### src/rtl/reg8_scan_display_if.sv
// ---------------------------------------------------------------------------
// reg8_scan_display_if
// Bundles the display block's external signals: the register-file read port
// and the seven-segment board outputs.
//   q       : register-file read data (combinational function of rsel)
//   page    : 0 shows regs 0-3, 1 shows regs 4-7
//   freeze  : 1 skips snapshots and keeps the current shadow contents
//   rsel    : register-file read select
//   led_en  : digit enables, active-low, bit 7 = leftmost digit
//   led_seg : segments, active-low, {CA,CB,CC,CD,CE,CF,CG,DP}
// master = display block, slave = register file / board side.
// ---------------------------------------------------------------------------
interface reg8_scan_display_if;
  logic [7:0] q;
  logic       page;
  logic       freeze;
  logic [2:0] rsel;
  logic [7:0] led_en;
  logic [7:0] led_seg;

  modport master (
    input  q, page, freeze,
    output rsel, led_en, led_seg
  );

  modport slave (
    output q, page, freeze,
    input  rsel, led_en, led_seg
  );
endinterface

### src/rtl/reg8_scan_display.sv
// ---------------------------------------------------------------------------
// reg8_scan_display
// Snapshots the eight registers of an 8x8 register file into a shadow buffer,
// then time-multiplexes four of them as eight hex digits on a common-anode
// seven-segment display.
//   clk  : system clock, rising edge
//   clr  : asynchronous active-high reset
//   bus  : reg8_scan_display_if.master (q, page, freeze in; rsel, led_en,
//          led_seg out)
// Parameter SCAN_DIV: clock cycles each digit stays lit.
// ---------------------------------------------------------------------------
module reg8_scan_display #(
  parameter int unsigned SCAN_DIV = 50000
) (
  input  logic                clk,
  input  logic                clr,
  reg8_scan_display_if.master bus
);

  localparam int unsigned DIV_W   = (SCAN_DIV > 1) ? $clog2(SCAN_DIV) : 1;
  localparam int unsigned N_REGS  = 8;
  localparam logic [DIV_W-1:0] DIV_MAX = DIV_W'(SCAN_DIV - 1);

  typedef enum logic [0:0] {
    ST_SNAP = 1'b0,
    ST_SCAN = 1'b1
  } state_e;

  state_e           state_q;
  logic [2:0]       idx_q;
  logic [2:0]       digit_q;
  logic [DIV_W-1:0] div_q;
  logic             page_lat_q;
  logic [7:0]       shadow_q [N_REGS];
  logic [7:0]       led_en_q;
  logic [7:0]       led_seg_q;

  logic [2:0]       sidx;
  logic [3:0]       nibble;
  logic [7:0]       led_en_d;
  logic [7:0]       led_seg_d;

  // Active-low hex glyphs, DP off.
  function automatic logic [7:0] hex_seg(input logic [3:0] n);
    logic [7:0] s;
    case (n)
      4'h0: s = 8'h03;
      4'h1: s = 8'h9F;
      4'h2: s = 8'h25;
      4'h3: s = 8'h0D;
      4'h4: s = 8'h99;
      4'h5: s = 8'h49;
      4'h6: s = 8'h41;
      4'h7: s = 8'h1F;
      4'h8: s = 8'h01;
      4'h9: s = 8'h09;
      4'hA: s = 8'h11;
      4'hB: s = 8'hC1;
      4'hC: s = 8'h63;
      4'hD: s = 8'h85;
      4'hE: s = 8'h61;
      default: s = 8'h71;
    endcase
    return s;
  endfunction

  // Digit pairs 7/6, 5/4, 3/2, 1/0 map to base+0..3, so the offset is the
  // inverted pair number; odd digits carry the high nibble.
  always_comb begin
    sidx      = {page_lat_q, ~digit_q[2:1]};
    nibble    = digit_q[0] ? shadow_q[sidx][7:4] : shadow_q[sidx][3:0];
    led_en_d  = 8'hFF;
    led_seg_d = 8'hFF;
    if (state_q == ST_SCAN) begin
      led_en_d  = ~(8'(1) << digit_q);
      led_seg_d = hex_seg(nibble);
    end
  end

  // Snapshot/scan sequencer with one-cycle registered display outputs.
  always_ff @(posedge clk or posedge clr) begin
    if (clr) begin
      state_q    <= ST_SNAP;
      idx_q      <= 3'd0;
      digit_q    <= 3'd0;
      div_q      <= '0;
      page_lat_q <= 1'b0;
      led_en_q   <= 8'hFF;
      led_seg_q  <= 8'hFF;
      for (int i = 0; i < int'(N_REGS); i++) begin
        shadow_q[i] <= 8'h00;
      end
    end else begin
      led_en_q  <= led_en_d;
      led_seg_q <= led_seg_d;
      case (state_q)
        ST_SNAP: begin
          shadow_q[idx_q] <= bus.q;
          if (idx_q == 3'd7) begin
            // Index stays at 7 so rsel holds its last value during SCAN.
            state_q    <= ST_SCAN;
            digit_q    <= 3'd0;
            div_q      <= '0;
            page_lat_q <= bus.page;
          end else begin
            idx_q <= idx_q + 3'd1;
          end
        end
        ST_SCAN: begin
          if (div_q == DIV_MAX) begin
            div_q <= '0;
            if (digit_q == 3'd7) begin
              // freeze is only sampled here, at the end of the last digit.
              if (bus.freeze) begin
                digit_q    <= 3'd0;
                page_lat_q <= bus.page;
              end else begin
                state_q <= ST_SNAP;
                idx_q   <= 3'd0;
              end
            end else begin
              digit_q <= digit_q + 3'd1;
            end
          end else begin
            div_q <= div_q + DIV_W'(1);
          end
        end
        default: state_q <= ST_SNAP;
      endcase
    end
  end

  assign bus.rsel    = idx_q;
  assign bus.led_en  = led_en_q;
  assign bus.led_seg = led_seg_q;

endmodule

### src/flat_wrapper.sv
// flat-port wrapper written by rule: the top's interface ports become plain ports
module reg8_scan_display_flat 
#(
  parameter int unsigned SCAN_DIV = 50000
)
  (clk, clr, bus_q, bus_page, bus_freeze, bus_rsel, bus_led_en, bus_led_seg);
  reg8_scan_display_if bus_i ();
  input  logic clk;
  input  logic clr;
  input wire logic [$bits(bus_i.q)-1:0] bus_q;
  input wire logic [$bits(bus_i.page)-1:0] bus_page;
  input wire logic [$bits(bus_i.freeze)-1:0] bus_freeze;
  output wire logic [$bits(bus_i.rsel)-1:0] bus_rsel;
  output wire logic [$bits(bus_i.led_en)-1:0] bus_led_en;
  output wire logic [$bits(bus_i.led_seg)-1:0] bus_led_seg;
  assign bus_i.q = bus_q;
  assign bus_i.page = bus_page;
  assign bus_i.freeze = bus_freeze;
  assign bus_rsel = bus_i.rsel;
  assign bus_led_en = bus_i.led_en;
  assign bus_led_seg = bus_i.led_seg;
  reg8_scan_display #(.SCAN_DIV(SCAN_DIV)) u_core (.clk(clk), .clr(clr), .bus(bus_i));
endmodule
### config.mk
export PLATFORM = sky130hd
export DESIGN_NAME = reg8_scan_display_flat
export DESIGN_NICKNAME = d
export VERILOG_FILES = /design/src/rtl/reg8_scan_display_if.sv /design/src/rtl/reg8_scan_display.sv /design/src/flat_wrapper.sv
export SDC_FILE = /design/constraint.sdc
export NUM_CORES = 1
export LEC_CHECK = 0
export ABC_AREA = 0
export CORE_MARGIN = 8
export CORE_UTILIZATION = 53
export CTS_CLUSTER_DIAMETER = 80
export CTS_CLUSTER_SIZE = 16
export DETAILED_ROUTE_END_ITERATION = 6
export GPL_TIMING_DRIVEN = 0
export HOLD_SLACK_MARGIN = 0.02
export PLACE_DENSITY = 0.83
export SYNTH_ARGS = -nofsm -noshare
export SYNTH_HDL_FRONTEND = slang
export SYNTH_SLANG_ARGS = --single-unit
### constraint.sdc
create_clock -name clk -period 9.8 [get_ports clk]
set_clock_uncertainty 0.15 [all_clocks]
set_input_delay 1.47 -clock clk [delete_from_list [all_inputs] [get_ports clk]]
set_output_delay 1.47 -clock clk [all_outputs]
set_load 0.01 [all_outputs]
* Yosys cells after proc, flatten, opt, wreduce, memory -nomap -nowiden
Memory sizes are Yosys's and may differ from the RTL's.
Cells that the tools add are included.
** Storage, ports and cells
- Memory bits (writable) :: 0
- Register bits after elaboration :: 104
- Bits in latches :: 0
- Memories :: 1
- ROM bits :: 112
- Input bits :: 12
** Memory list
- (name not given) :: depth 16, bits a word 7, read ports 1, clocked after Yosys merged registers in 0, wr ports 0, RTL line reg8_scan_display.sv:46 : case (n)
** Cells by class
- Shift-type cells :: 1
- Bitwise logic cells :: 5
- Muxes and demuxes :: 32
- Equal/unequal tests :: 10
- Order comparisons :: 3
- Reduce and logical (&&, ||, !) cells :: 4
- Add/subtract/negate cells :: 3
- Divide/modulo/power cells :: 0
- Multiply operators :: 0
** Operator list (number)
- 64-bit bitwise mux :: 1
- 8-bit two-way mux :: 5
- 16-bit two-way mux :: 2
- 16-bit case mux with 2 select lines :: 1
- 8-bit binary-select mux with 3-bit select :: 1
- 8-bit demux with 3-bit select :: 1
- 3-bit two-way mux :: 8
- 16-bit by 1-bit adder with 16-bit output (second input constant) :: 1
- 16-bit equality test (second input constant) :: 1
- 3-bit case mux with 2 select lines :: 2
- 2-bit inequality test (second input constant) :: 5
- 4-bit greater-or-equal comparator (second input constant) :: 2
- 1-bit two-way mux :: 8
- 3-bit inverter with 4-bit output :: 2
- 8-bit inverter :: 1
- 4-bit AND reduction :: 2
- 1-bit by 3-bit << shifter with 8-bit output (first input constant) :: 1
- 3-bit by 1-bit adder with 3-bit output (second input constant) :: 2
- 3-bit equality test (second input constant) :: 2
- 4-bit by 1-bit < comparator with 1-bit output (second input constant) :: 1
- 4-bit two-way mux :: 1
- 1-bit case mux with 2 select lines :: 2
- 3-bit inequality test (second input constant) :: 1
- 3-bit AND reduction :: 1
- other kinds (4) :: 4

* Longest topological paths before layout
An unclocked memory read counts as a cell.
- Depth in word-level cells :: 8
- Depth in mapped cells :: 10

* Worst setup path before layout
No wires, ideal clock.
- Path kind :: reg-to-reg
- From :: reg u_core.digit_q[1]
- To :: reg u_core.led_seg_q[4] (netlist: u_core.bus.led_seg[4])
- Path slack :: 7.228 ns
- Setup time :: 0.077 ns
- Arrival :: 2.345 ns
- Cell stages (with the launch flop) :: 11
- Cells stage by stage :: dfrtp_1 -> buf_6 -> buf_2 -> mux4_2 -> a22oi_1 -> nand2_1 -> inv_1 -> ha_1 -> nor3_1 -> a2111oi_1 -> a31oi_1
** Between the ends
- Cells in the longest elaborated chain, start to end :: 8
** Ends and longest elaborated chain
- start, declared :: RTL line reg8_scan_display.sv:31 : logic [2:0] digit_q;
- start signal, assigned :: RTL line reg8_scan_display.sv:122 : digit_q <= digit_q + 3'd1;
- 2-bit inverter :: RTL line reg8_scan_display.sv:70 : sidx = {page_lat_q, ~digit_q[2:1]};
- 3-bit inverter with 4-bit output (implied by the code) :: RTL line reg8_scan_display.sv:71 : nibble = digit_q[0] ? shadow_q[sidx][7:4] : shadow_q[sidx][3:0];
- 8-bit binary-select mux with 3-bit select :: RTL line reg8_scan_display.sv:71
- 8-bit two-way mux (implied by the code) (2 in series) :: RTL line reg8_scan_display.sv:71
- 4-bit two-way mux :: RTL line reg8_scan_display.sv:71
- memory read 16 x 7 bit
- 8-bit two-way mux :: RTL line reg8_scan_display.sv:74 : if (state_q == ST_SCAN) begin
- net u_core.led_seg_d[4] :: RTL line reg8_scan_display.sv:41 : logic [7:0] led_seg_d;
- end signal, assigned :: RTL line reg8_scan_display.sv:95 : led_seg_q <= led_seg_d;
- end, declared :: RTL line reg8_scan_display.sv:36 : logic [7:0] led_seg_q;
The timed path passes the listed nets, and every way through them passes these cells. The select of a mux whose other input is x is not followed.
A chain may end at the register's enable or synchronous reset.

* Worst setup path in the final report
Ends and elaborated chain as after synthesis.

==> reports/results.tsv <==
stage	metric	value	unit
clocking	clk sinks	103	
detailed_routing	WL met2	4820	um
setup_path	max incr delay on CP	0.56	ns
detailed_routing	First-pass DRT Iterations	5	
clocking	clock buffer depth	2	
sta	Hold Vio Cnt, Final	0	
clocking	CTS tree	done	
setup_path	WS Path Type	flop to flop	
cells_and_area	most frequent cells in the layout	dfrtp_1, mux2_2, clkdlybuf4s50_1, nand2_1	
grt	grt ovf	0	
cells_and_area	layout cells sized above 1	30.91	%
logic_synthesis	Syn Nets	422	
detailed_routing	per-cell routed wire length	17.79	um
power	part of the power in registers	61.8	%
cells_and_area	Final Non-Filler Cells	569	
setup_path	CP startpoint	u_core.digit_q[1]	
power	power per cell area	120.9	mW/mm^2
power	Overall Power	0.0006916	W
placed_design	routability cong.	0.8480	
cells_and_area	commonest non-fill, non-tap cell in the layout	dfrtp_1	
sta	Tcrit/Tclk final	32.01	%
hold_path	min-delay worst type	flop to flop	
setup_path	WP depth	10	
cells_and_area	Layout Area Growth over Synthesis	12.83	%
placed_design	placed insts	554	
detailed_routing	WL met1	4532	um
setup_path	Crit-path slowest cell	mux4_2	
run	maxcap violations	0	
logic_synthesis	top post-synthesis cells by area	dfrtp_1, mux2_2, dfstp_2	
hold_path	hold path depth	1	
grt	antenna violations before repair	0	
sta	slew at the pin with the worst max-slew slack	1.056	ns
clocking	hold buffers post-CTS	0	
placed_design	port buffer count	29	
clocking	Skew-Pair Late Insertion Delay	0.38	ns
setup_path	R2R depth	10	
power	Pleak	2.533	nW
detailed_routing	Vias/cell	5.833	
floorplanning	die outline area	0.01295	mm^2
sta	sum of negative setup slack	0	ns
clocking	cts bufs inserted	9	
detailed_routing	DR DRC count	0	
logic_synthesis	Post-Syn Area	0.005070	mm^2
logic_synthesis	Post-Synthesis Cells	395	
clocking	Clk pin slew, worst setup/hold paths	0.10	ns
sta	RSZ-0062 raised after global routing	no	
detailed_routing	Highest Signal Layer	met4	
setup_path	Cell Chain, Critical Path	buf_6 -> buf_2 -> mux4_2 -> a22oi_1 -> nand2_1 -> inv_1 -> ha_1 -> nor3_1 -> a2111oi_1 -> a31oi_1	
cells_and_area	Ant. Diodes	0	
logic_synthesis	Yosys reg bits	103	
setup_path	CP top delay family	buffers and inverters	
setup_path	Data required, critical path	9.96	ns
power	clock power share	34.9	%
hold_path	hold path startpoint	u_core.shadow_q[57]	
sta	post-route worst setup slack	6.663	ns
logic_synthesis	share of the synthesized area in the top cell type	43.44	%
setup_path	Startpoint Class	flop	
setup_path	Max FO, Critical Path	10	
grt	largest net degree at the start of global routing	56	
detailed_routing	DR WL met3	615	um
placed_design	Post-DP HPWL	7135	um
power	Max rail drop VDD	0.1178	mV
sta	fmax	318.8	MHz
setup_path	CP bufs+invs	3	
run_status	status	completed	
logic_synthesis	post-synth cell types	57	
detailed_routing	DRT iter0 DRCs	180	
power	P_sw	0.0001632	W
grt	first-pass GRT wire length	17300	um
floorplanning	initial core utilization	54.61	%
logic_synthesis	Seq/Total Area, Yosys	51.21	%
detailed_routing	Routed Wire Length	10120	um
sta	Pins Over Slew Limit	0	
grt	vias in the first global route	3448	
logic_synthesis	Yosys top cell by area	dfrtp_1	
setup_path	critical path data arrival time	3.30	ns
cells_and_area	Nets	463	
floorplanning	core area	0.009284	mm^2
logic_synthesis	Post-synth EDFFs	0	
clocking	htree depth	3	
grt	gr usage total	17.03	%
power	internal power	0.0005284	W
placed_design	Place WS	6.695	ns
sta	Slew headroom	29.00	%
setup_path	CP endpoint kind	flop	
clocking	postcts setup bufs	0	
clocking	Root Buffer Master	clkbuf_8	
power	switching share of power	23.60	%
detailed_routing	Routed Antenna Nets	0	
power	combinational power share	3.2	%
logic_synthesis	Async SR Flop Fraction	100.0	%
sta	# setup viols final	0	
setup_path	RR Startpoint	u_core.digit_q[1]	
floorplanning	Die Wd	113.8	um
floorplanning	die height	113.8	um
logic_synthesis	Synth Area per Inst	12.84	um^2
clocking	post-CTS resize count	0	
logic_synthesis	synth warn	0	
floorplanning	# IOs	31	
sta	min cycle time layout	3.137	ns
detailed_routing	via count	3319	
cells_and_area	Filler cells	720	
cells_and_area	Post-Route Utilization	61.62	%
floorplanning	Rows	35	
logic_synthesis	predominant post-synthesis flop cell	dfrtp_1	
-- kinds of logic (layout without fill, tap and decap cells) --
family / Yosys count / count (layout) / synth area share (%)
other: 1 / 1 / 0.07397
and+or+nand+nor: 100 / 100 / 11.20
DFF: 103 / 103 / 51.21
adders and majority gates: 15 / 15 / 3.702
AOI/OAI and AO/OA: 60 / 60 / 8.564
xor gates and xnor gates: 4 / 4 / 0.6909
buffers and inverters: 30 / 75 / 2.714
muxes: 82 / 82 / 21.84
-- routing by layer --
layer  vias to the layer above  track usage [%]
li1                       1539                -
met1                      1687            20.89
met2                        83            27.93
met3                        10            4.860
met4                         0            6.389
met5                         -                0
-- sequential cells by signal, summed over array words and instances, names as in the netlist --
name	count
u_core.div_q	16
u_core.bus.led_en	8
u_core.state_q	1
u_core.digit_q	3
u_core.bus.led_seg	7
u_core.bus.rsel	3
u_core.shadow_q	64
u_core.page_lat_q	1
-- power by group through the flow --
| stage | Combinational [W] | Sequential [W] | Clock [W] |
|---|---|---|---|
| detailed placement | 0.0000228 | 0.000436 | 0 |
| CTS | 0.0000229 | 0.000428 | 0.000248 |
| global placement | 0.0000204 | 0.000436 | 0 |
| finish | 0.0000222 | 0.000428 | 0.000242 |
| global route | 0.0000252 | 0.000428 | 0.000265 |
| floorplan | 0.0000108 | 0.000436 | 0 |
-- cell usage after synthesis, drive strengths merged (7+ instances only) --
master	instances
o31ai	8
a22o	7
nor2	15
ha	15
dfstp	15
dfrtp	88
inv	12
mux2	66
clkbuf	12
o21ai	16
mux4	16
nand3	13
nor3	9
nand2	27
-- final cells by class --
class	count	area (um^2)	area share, %
sequential	103	2596	45.38
multi-input combinational	262	2336	40.84
timing repair buffer	30	317.8	5.556
tap	129	161.4	2.822
clock buffer	9	123.9	2.165
buffer	18	92.59	1.619
inverter	12	47.55	0.8311
clock inverter	6	45.04	0.7874
-- worst register-to-register path, stage by stage (launching register included) --
cell	delay [ns]
dfrtp_1	0.41
buf_6	0.19
buf_2	0.30
mux4_2	0.56
a22oi_1	0.18
nand2_1	0.21
inv_1	0.21
ha_1	0.26
nor3_1	0.31
a2111oi_1	0.11
a31oi_1	0.18
-- metrics by stage --
step | instance area [um^2] | hold WS, ns
CTS | 5720 | 0.3647
global route | 5720 | 0.3791
global placement | 5522 | 0.3313
detailed placement | 5552 | 0.3413
finish | 5720 | 0.3600
floorplan | 5070 | 0.3218
-- final timing paths --
path / endpoint / slack (ns)
max: u_core.bus.led_seg[4] / 6.66
min: u_core.shadow_q[57] / 0.36
max reg2reg: u_core.bus.led_seg[4] / 6.66
min reg2reg: u_core.shadow_q[57] / 0.36
max in group asynchronous: u_core.bus.led_seg[5] / 7.43
min in group asynchronous: u_core.shadow_q[2] / 1.36
No activity file was read; power rests on OpenSTA's default activity.
